**config.mk**
```make
export PLATFORM = sky130hd
export DESIGN_NAME = verdict_collector
export DESIGN_NICKNAME = d
export VERILOG_FILES = /design/src/rtl/verdict_collector.sv
export SDC_FILE = /design/constraint.sdc
export NUM_CORES = 2
export LEC_CHECK = 0
export CORE_MARGIN = 5
export CORE_UTILIZATION = 66
export DETAILED_ROUTE_END_ITERATION = 7
export GPL_ROUTABILITY_DRIVEN = 1
export PLACE_DENSITY = 0.82
export SYNTH_ARGS = -nofsm -noshare
export SYNTH_HDL_FRONTEND = slang
export SYNTH_MEMORY_MAX_BITS = 65536
export SYNTH_SLANG_ARGS = --single-unit
```
**constraint.sdc**
```tcl
create_clock -name clk -period 44.1 [get_ports clk]
set_input_delay 8.82 -clock clk [delete_from_list [all_inputs] [get_ports clk]]
set_output_delay 8.82 -clock clk [all_outputs]
set_load 0.01 [all_outputs]
```
**src/rtl/verdict_collector.sv**
```systemverilog
// verdict_collector: captures the monitor's active output lanes each enabled
// cycle, stamps them with a free-running cycle count and buffers the records
// in a first-word-fall-through FIFO drained over a valid/ready handshake.
//
// Handshake: a record transfers on every posedge where rec_valid=1 and
// rec_ready=1; rec_valid never depends on rec_ready, and rec_ready while the
// FIFO is empty has no effect.
//
// Optional feature macro: VERDICT_COLLECTOR_DEDUP_EN suppresses captures whose
// mask and masked lane data repeat the most recently captured record.
module verdict_collector #(
    parameter int NUM_OUT = 4,
    parameter int DATA_W  = 64,
    parameter int TS_W    = 32,
    parameter int DEPTH   = 16
) (
    input  logic                        clk,
    input  logic                        rst,
    input  logic                        en,
    input  logic [NUM_OUT*DATA_W-1:0]   out_data,
    input  logic [NUM_OUT-1:0]          out_aktv,
    output logic                        rec_valid,
    input  logic                        rec_ready,
    output logic [TS_W-1:0]             rec_ts,
    output logic [NUM_OUT-1:0]          rec_mask,
    output logic [NUM_OUT*DATA_W-1:0]   rec_data,
    output logic [$clog2(DEPTH):0]      level,
    output logic                        overflow,
    output logic [15:0]                 drop_count
);

    localparam int PTR_W  = $clog2(DEPTH);
    localparam int LVL_W  = PTR_W + 1;
    localparam int DATA_T = NUM_OUT * DATA_W;
    localparam int REC_W  = TS_W + NUM_OUT + DATA_T;

    logic [TS_W-1:0]   ts_q, ts_d;
    logic [PTR_W-1:0]  wr_ptr_q, wr_ptr_d;
    logic [PTR_W-1:0]  rd_ptr_q, rd_ptr_d;
    logic [LVL_W-1:0]  level_q, level_d;
    logic              overflow_q, overflow_d;
    logic [15:0]       drop_count_q, drop_count_d;

    logic [REC_W-1:0]  mem_q [DEPTH];
    logic [REC_W-1:0]  head;

    logic [DATA_T-1:0] masked_data;
    logic              capture;
    logic              push_req;
    logic              push_ok;
    logic              pop;
    logic              full;
    logic              drop;

    // Zero every lane whose aktv flag is clear so stale values never reach the log
    always_comb begin
        masked_data = '0;
        for (int i = 0; i < NUM_OUT; i++) begin
            if (out_aktv[i]) begin
                masked_data[i*DATA_W +: DATA_W] = out_data[i*DATA_W +: DATA_W];
            end
        end
    end

    assign capture = en && (|out_aktv);

`ifdef VERDICT_COLLECTOR_DEDUP_EN
    logic [NUM_OUT-1:0] last_mask_q, last_mask_d;
    logic [DATA_T-1:0]  last_data_q, last_data_d;
    logic               is_dup;

    // A cleared mask can never match a real capture (mask is non-zero), so the
    // first capture after reset always passes.
    assign is_dup   = (out_aktv == last_mask_q) && (masked_data == last_data_q);
    assign push_req = capture && !is_dup;

    // Remember the last record that actually entered the FIFO
    always_comb begin
        last_mask_d = last_mask_q;
        last_data_d = last_data_q;
        if (push_ok) begin
            last_mask_d = out_aktv;
            last_data_d = masked_data;
        end
    end

    // Last-record register for repeat suppression
    always_ff @(posedge clk) begin
        if (rst) begin
            last_mask_q <= '0;
            last_data_q <= '0;
        end else begin
            last_mask_q <= last_mask_d;
            last_data_q <= last_data_d;
        end
    end
`else
    assign push_req = capture;
`endif

    // Full/empty come from the occupancy count; a pop on a full FIFO frees the slot
    assign full      = (level_q == LVL_W'(DEPTH));
    assign pop       = (level_q != '0) && rec_ready;
    assign push_ok   = push_req && (!full || pop);
    assign drop      = push_req && full && !pop;

    // Next-state for timestamp, pointers, occupancy and drop bookkeeping
    always_comb begin
        ts_d         = ts_q;
        wr_ptr_d     = wr_ptr_q;
        rd_ptr_d     = rd_ptr_q;
        level_d      = level_q;
        overflow_d   = overflow_q;
        drop_count_d = drop_count_q;
        if (en) begin
            ts_d = ts_q + TS_W'(1);
        end
        if (push_ok) begin
            wr_ptr_d = wr_ptr_q + PTR_W'(1);
        end
        if (pop) begin
            rd_ptr_d = rd_ptr_q + PTR_W'(1);
        end
        case ({push_ok, pop})
            2'b10:   level_d = level_q + LVL_W'(1);
            2'b01:   level_d = level_q - LVL_W'(1);
            default: level_d = level_q;
        endcase
        if (drop) begin
            overflow_d = 1'b1;
            if (drop_count_q != 16'hFFFF) begin
                drop_count_d = drop_count_q + 16'd1;
            end
        end
    end

    // Control registers; reset flushes the FIFO without any handshake
    always_ff @(posedge clk) begin
        if (rst) begin
            ts_q         <= '0;
            wr_ptr_q     <= '0;
            rd_ptr_q     <= '0;
            level_q      <= '0;
            overflow_q   <= 1'b0;
            drop_count_q <= '0;
        end else begin
            ts_q         <= ts_d;
            wr_ptr_q     <= wr_ptr_d;
            rd_ptr_q     <= rd_ptr_d;
            level_q      <= level_d;
            overflow_q   <= overflow_d;
            drop_count_q <= drop_count_d;
        end
    end

    // Record storage; contents are only meaningful below the occupancy count
    always_ff @(posedge clk) begin
        if (!rst && push_ok) begin
            mem_q[wr_ptr_q] <= {ts_q, out_aktv, masked_data};
        end
    end

    // Head record is read straight from storage and forced to zero when empty
    always_comb begin
        head      = mem_q[rd_ptr_q];
        rec_valid = (level_q != '0);
        rec_ts    = '0;
        rec_mask  = '0;
        rec_data  = '0;
        if (rec_valid) begin
            rec_ts   = head[REC_W-1 -: TS_W];
            rec_mask = head[DATA_T +: NUM_OUT];
            rec_data = head[DATA_T-1:0];
        end
    end

    assign level      = level_q;
    assign overflow   = overflow_q;
    assign drop_count = drop_count_q;

endmodule

```
# [Word-level counts from Yosys, hierarchy flattened]
# Memories as Yosys holds them, arrays and structs flattened. A register that Yosys moved wholly into a read port is not among the register bits.
# Index checks and enable logic that the tools add are counted.
[word_totals] mem_count=1 word_cells=43 regBits=62 ram_bits=4672
[classes] muxes=12 add_sub_neg=6 n_reduce_logical=14 n_eq_ne=4
[mem_list] name="mem_q" words=16 word_bits=292 rd=1 rd_clocked_by_memory_dff=1 write_ports=1 line="44" rtl="logic [REC_W-1:0] mem_q [DEPTH];"
[ops] operator="$mux 256" count=1
[ops] operator="$mux 64" count=4
[ops] operator="$add 32x1->32 const B" count=1
[ops] operator="$mux 32" count=1
[ops] operator="$add 16x1->16 const B" count=1
[ops] operator="$ne 16x16->1 const B" count=1
[ops] operator="$mux 4" count=3
[ops] operator="$pmux 5 s2" count=1
[ops] operator="$add 4x1->4 const B" count=2
[ops] operator="$logic_and 1x1->1" count=6
[ops] operator="$add 5x1->5 const B" count=1
[ops] operator="$eq 5x5->1 const B" count=1
[ops] operator="$reduce_bool 5->1" count=1
[ops] operator="$sub 5x1->5 const B" count=1
[ops] operator="$reduce_or 4->1" count=1
[ops] operator="$logic_not 1->1" count=3
[ops] operator="$eq 2x1->1 const B" count=1
[ops] operator="$eq 2x2->1 const B" count=1
[ops] operator="$mux 1" count=2
[ops] operator="$reduce_and 2->1" count=1
[ops] operator="$reduce_bool 2->1" count=1
[ops] operator="$logic_or 1x1->1" count=1

# [Depth between registers and ports, before layout]
[logic_depth] word_depth=7 ltp_mapped=9 depth_no_buf=8

# [Least setup slack after synthesis]
# OpenSTA, ideal clock, no wires.
[synth_path] path_kind="input to register" startpoint="in en" endpoint="mem mem_q[12][0] in the netlist's numbering, enable pin" slack_ns=21.256 setup_time_ns=0.952 arrival_time_ns=21.892 path_stages=5 cell_sequence="buf_2 o41ai_1 a21oi_1 nand2_1 nor2_1"
[synth_via] elab_chain_cells=5
[synth_lines] element="start, declared" line="19" rtl="input logic en,"
[synth_lines] element="$logic_and 1x1->1" line="65" rtl="assign capture = en && (|out_aktv);"
[synth_lines] element="$logic_and 1x1->1" line="104" rtl="assign push_ok = push_req && (!full || pop);"
[synth_lines] element="$logic_and 1x1->1" line="158" rtl="if (!rst && push_ok) begin"
[synth_lines] element="$mux 1" line="158"
[synth_lines] element="$mux 1 (not written as such)" line="159" rtl="mem_q[wr_ptr_q] <= {ts_q, out_aktv, masked_data};"
[synth_lines] element="end, declared" line="44"
# Every way passes these cells.

==> metrics.txt <==
status=finished clean; Post-DP HPWL=222000 µm; layout cells sized above 1=0.1976; sequential share of the synthesized area=0.7798; via count=93550; worst setup margin=25.33 ns; Die Ht=534.6 µm; peak fanout along the critical path=58; post-CTS sizing=0; WL/cell=36.27 µm; vias per cell=7.206; total power=11390 µW; Layout Area Growth over Synthesis=13.72%; Post-Syn Area=0.1816 mm²; worst min-delay path class=register to register; max_cap viols=0; startpoint type of the worst setup path=register; Clock Skew=0.06548 ns; post-synth cell types=51; Final min period=18.77 ns; Starting Density=0.6631; post-CTS setup buffer count=0; I/O Pins=579; TNS Setup=0 ns; worst slack at placement=26.25 ns; RSZ-0062 raised after global routing=no; nets=9249; CP arrival=9.95 ns; root buffer cell=clkbuf_16; GR Overflow Total=0; Final Max Tran Viols=0; drt first pass iters=5; yosys warns=0; first-pass GRT wire length=677500 µm; Rows=192; ys flop type=edfxtp_1; Worst-Margin Slew=1.205 ns; top cell type's share of synthesized area=0.7725; GR Util met3=0.08543; final period utilization=0.4257; number of global-route vias before repair=97140; Die W=534.6 µm; Tot GR Track Use=0.3287; Yosys reg bits=4738; Synth top cells by count=4672 x edfxtp_1, 989 x mux4_2, 640 x mux2i_1; Die ar.=0.2857 mm²; f_max=53.27 MHz; clock sink count=4738; clock network latency to the later pin of the worst-skew pair=0.99 ns; CP required=35.28 ns; pin count of the biggest net entering global routing=163; Setup Crit Path Kind=register to output port; slew margin rel.=0.1884; GP Congestion=0.7843; CP Capture Type=output port; maximum root-to-sink buffer count=4; GR Util met1=0.4460; met2 Use GR=0.5246; Net Count, Synth=8553; post-synthesis cell count=8278; GR peak layer=met2; Routed Antenna Nets=0; CTS Buf Count=445; Hold-fix buffers, CTS=0; Syn Area/Cell=21.94 µm²; I/O Buffers=578; initial antenna violation count=58; post-synth top area cell=edfxtp_1; H-tree depth=5; synth top area cells=edfxtp_1 77%, mux4_2 12%, mux2i_1 3.5%, a22oi_1 1.3%, and2_1 0.89%; WL final=470800 µm; pwr dens=55.15 mW/mm²; Iter 0 DRT Violations=14030; Post-synth EDFFs=4672; leakage=0.06557 µW; asr flop ratio synth=0; Core Area=0.2739 mm²; Reg clk slew, reported paths=0.07 ns; most numerous cell in the Yosys netlist=edfxtp_1; DRC errors left=0; VDD IR max=59.43 µV; final hold viol count=0; final setup vio count=0; CTS tree=yes
[layout by cell type (no fill, tap or decap), drive strengths merged, types with 28 or more instances in the layout]
master	count
diode	50
clkbuf	542
bufinv	50
a22oi	308
o22ai	113
and2	257
edfxtp	4672
buf	174
clkinv	198
mux2i	640
dfxtp	66
inv	28
o211ai	28
nor2	47
o21ai	188
nand2	55
a32oi	154
a21oi	28
mux4	989
clkdlybuf4s50	573
[final timing paths]
| path | start | slack (ns) | cells after the start | to |
|---|---|---|---|---|
| worst max register to register | level[4] | 37.80 | 8 | mem_q[10][115] |
| worst min register to register | drop_count[5] | 0.52 | 2 | drop_count[5] |
| worst min-delay path | drop_count[5] | 0.52 | 2 | drop_count[5] |
| worst max-delay path | register | 25.33 | 12 | rec_data[177] |
[critical path: stages, from the launching register on]
cell	delay (ns)
dfxtp_4	0.87
buf_4	0.83
buf_4	0.78
buf_4	0.75
buf_4	0.77
buf_4	0.82
buf_4	0.85
buf_4	0.99
mux2i_1	0.18
a22oi_1	0.30
a22oi_1	0.14
o21ai_0	0.63
clkdlybuf4s50_1	0.68
[registers in the layout, summed over array words and instances, names as in the netlist, named ones only]
| name | cells |
|---|---|
| ts_q | 32 |
| rd_ptr_q | 4 |
| level | 5 |
| drop_count | 16 |
| wr_ptr_q | 4 |
| overflow | 1 |
| mem_q | 4672 |
[power by group]
group	total [µW]	switching, µW	internal, µW
Sequential	5020	27.0	5000
Clock	3860	1670	2190
Combinational	2510	1450	1060
Total	11400	3140	8250
[metal layers]
layer	share of wire	vias up
li1	-	36630
met4	0.041	32
met5	0.00046	-
met2	0.49	7065
met1	0.34	48660
met3	0.13	1170
[kinds of logic after synthesis]
kind of cell / Yosys count / synth area share
AND/OR/NAND/NOR: 473 / 0.01494
AO/OA/AOI/OAI: 886 / 0.03422
buffers and inverters: 515 / 0.01090
flip-flops: 4738 / 0.7798
adder cells (fa/ha/maj): 11 / 0.0007992
XOR/XNOR: 15 / 0.0007234
multiplexers: 1640 / 0.1586
[cell type report]
type	count	area (µm²)
clock inverters	274	2944
clock buffers	542	11740
well taps	3589	4491
inverters	17	71.32
fillers	13660	67340
multi-input cells	3025	38200
diodes	50	125.1
flip-flops and latches	4738	141600
repair buffers	747	7327
[through the flow]
step	std cells	hold WS, ns	area [µm²]	utilization
after detailed placement	12120	0.5058	191700	0.7001
after global placement	12120	0.4853	191700	0.7001
after CTS	12930	0.5137	206400	0.7537
after floorplan	8278	0.5068	181600	-
after global routing	12950	0.5586	206500	0.7538
final	12980	0.5175	206500	0.7541
No activity file was read; power rests on OpenSTA's default activity.
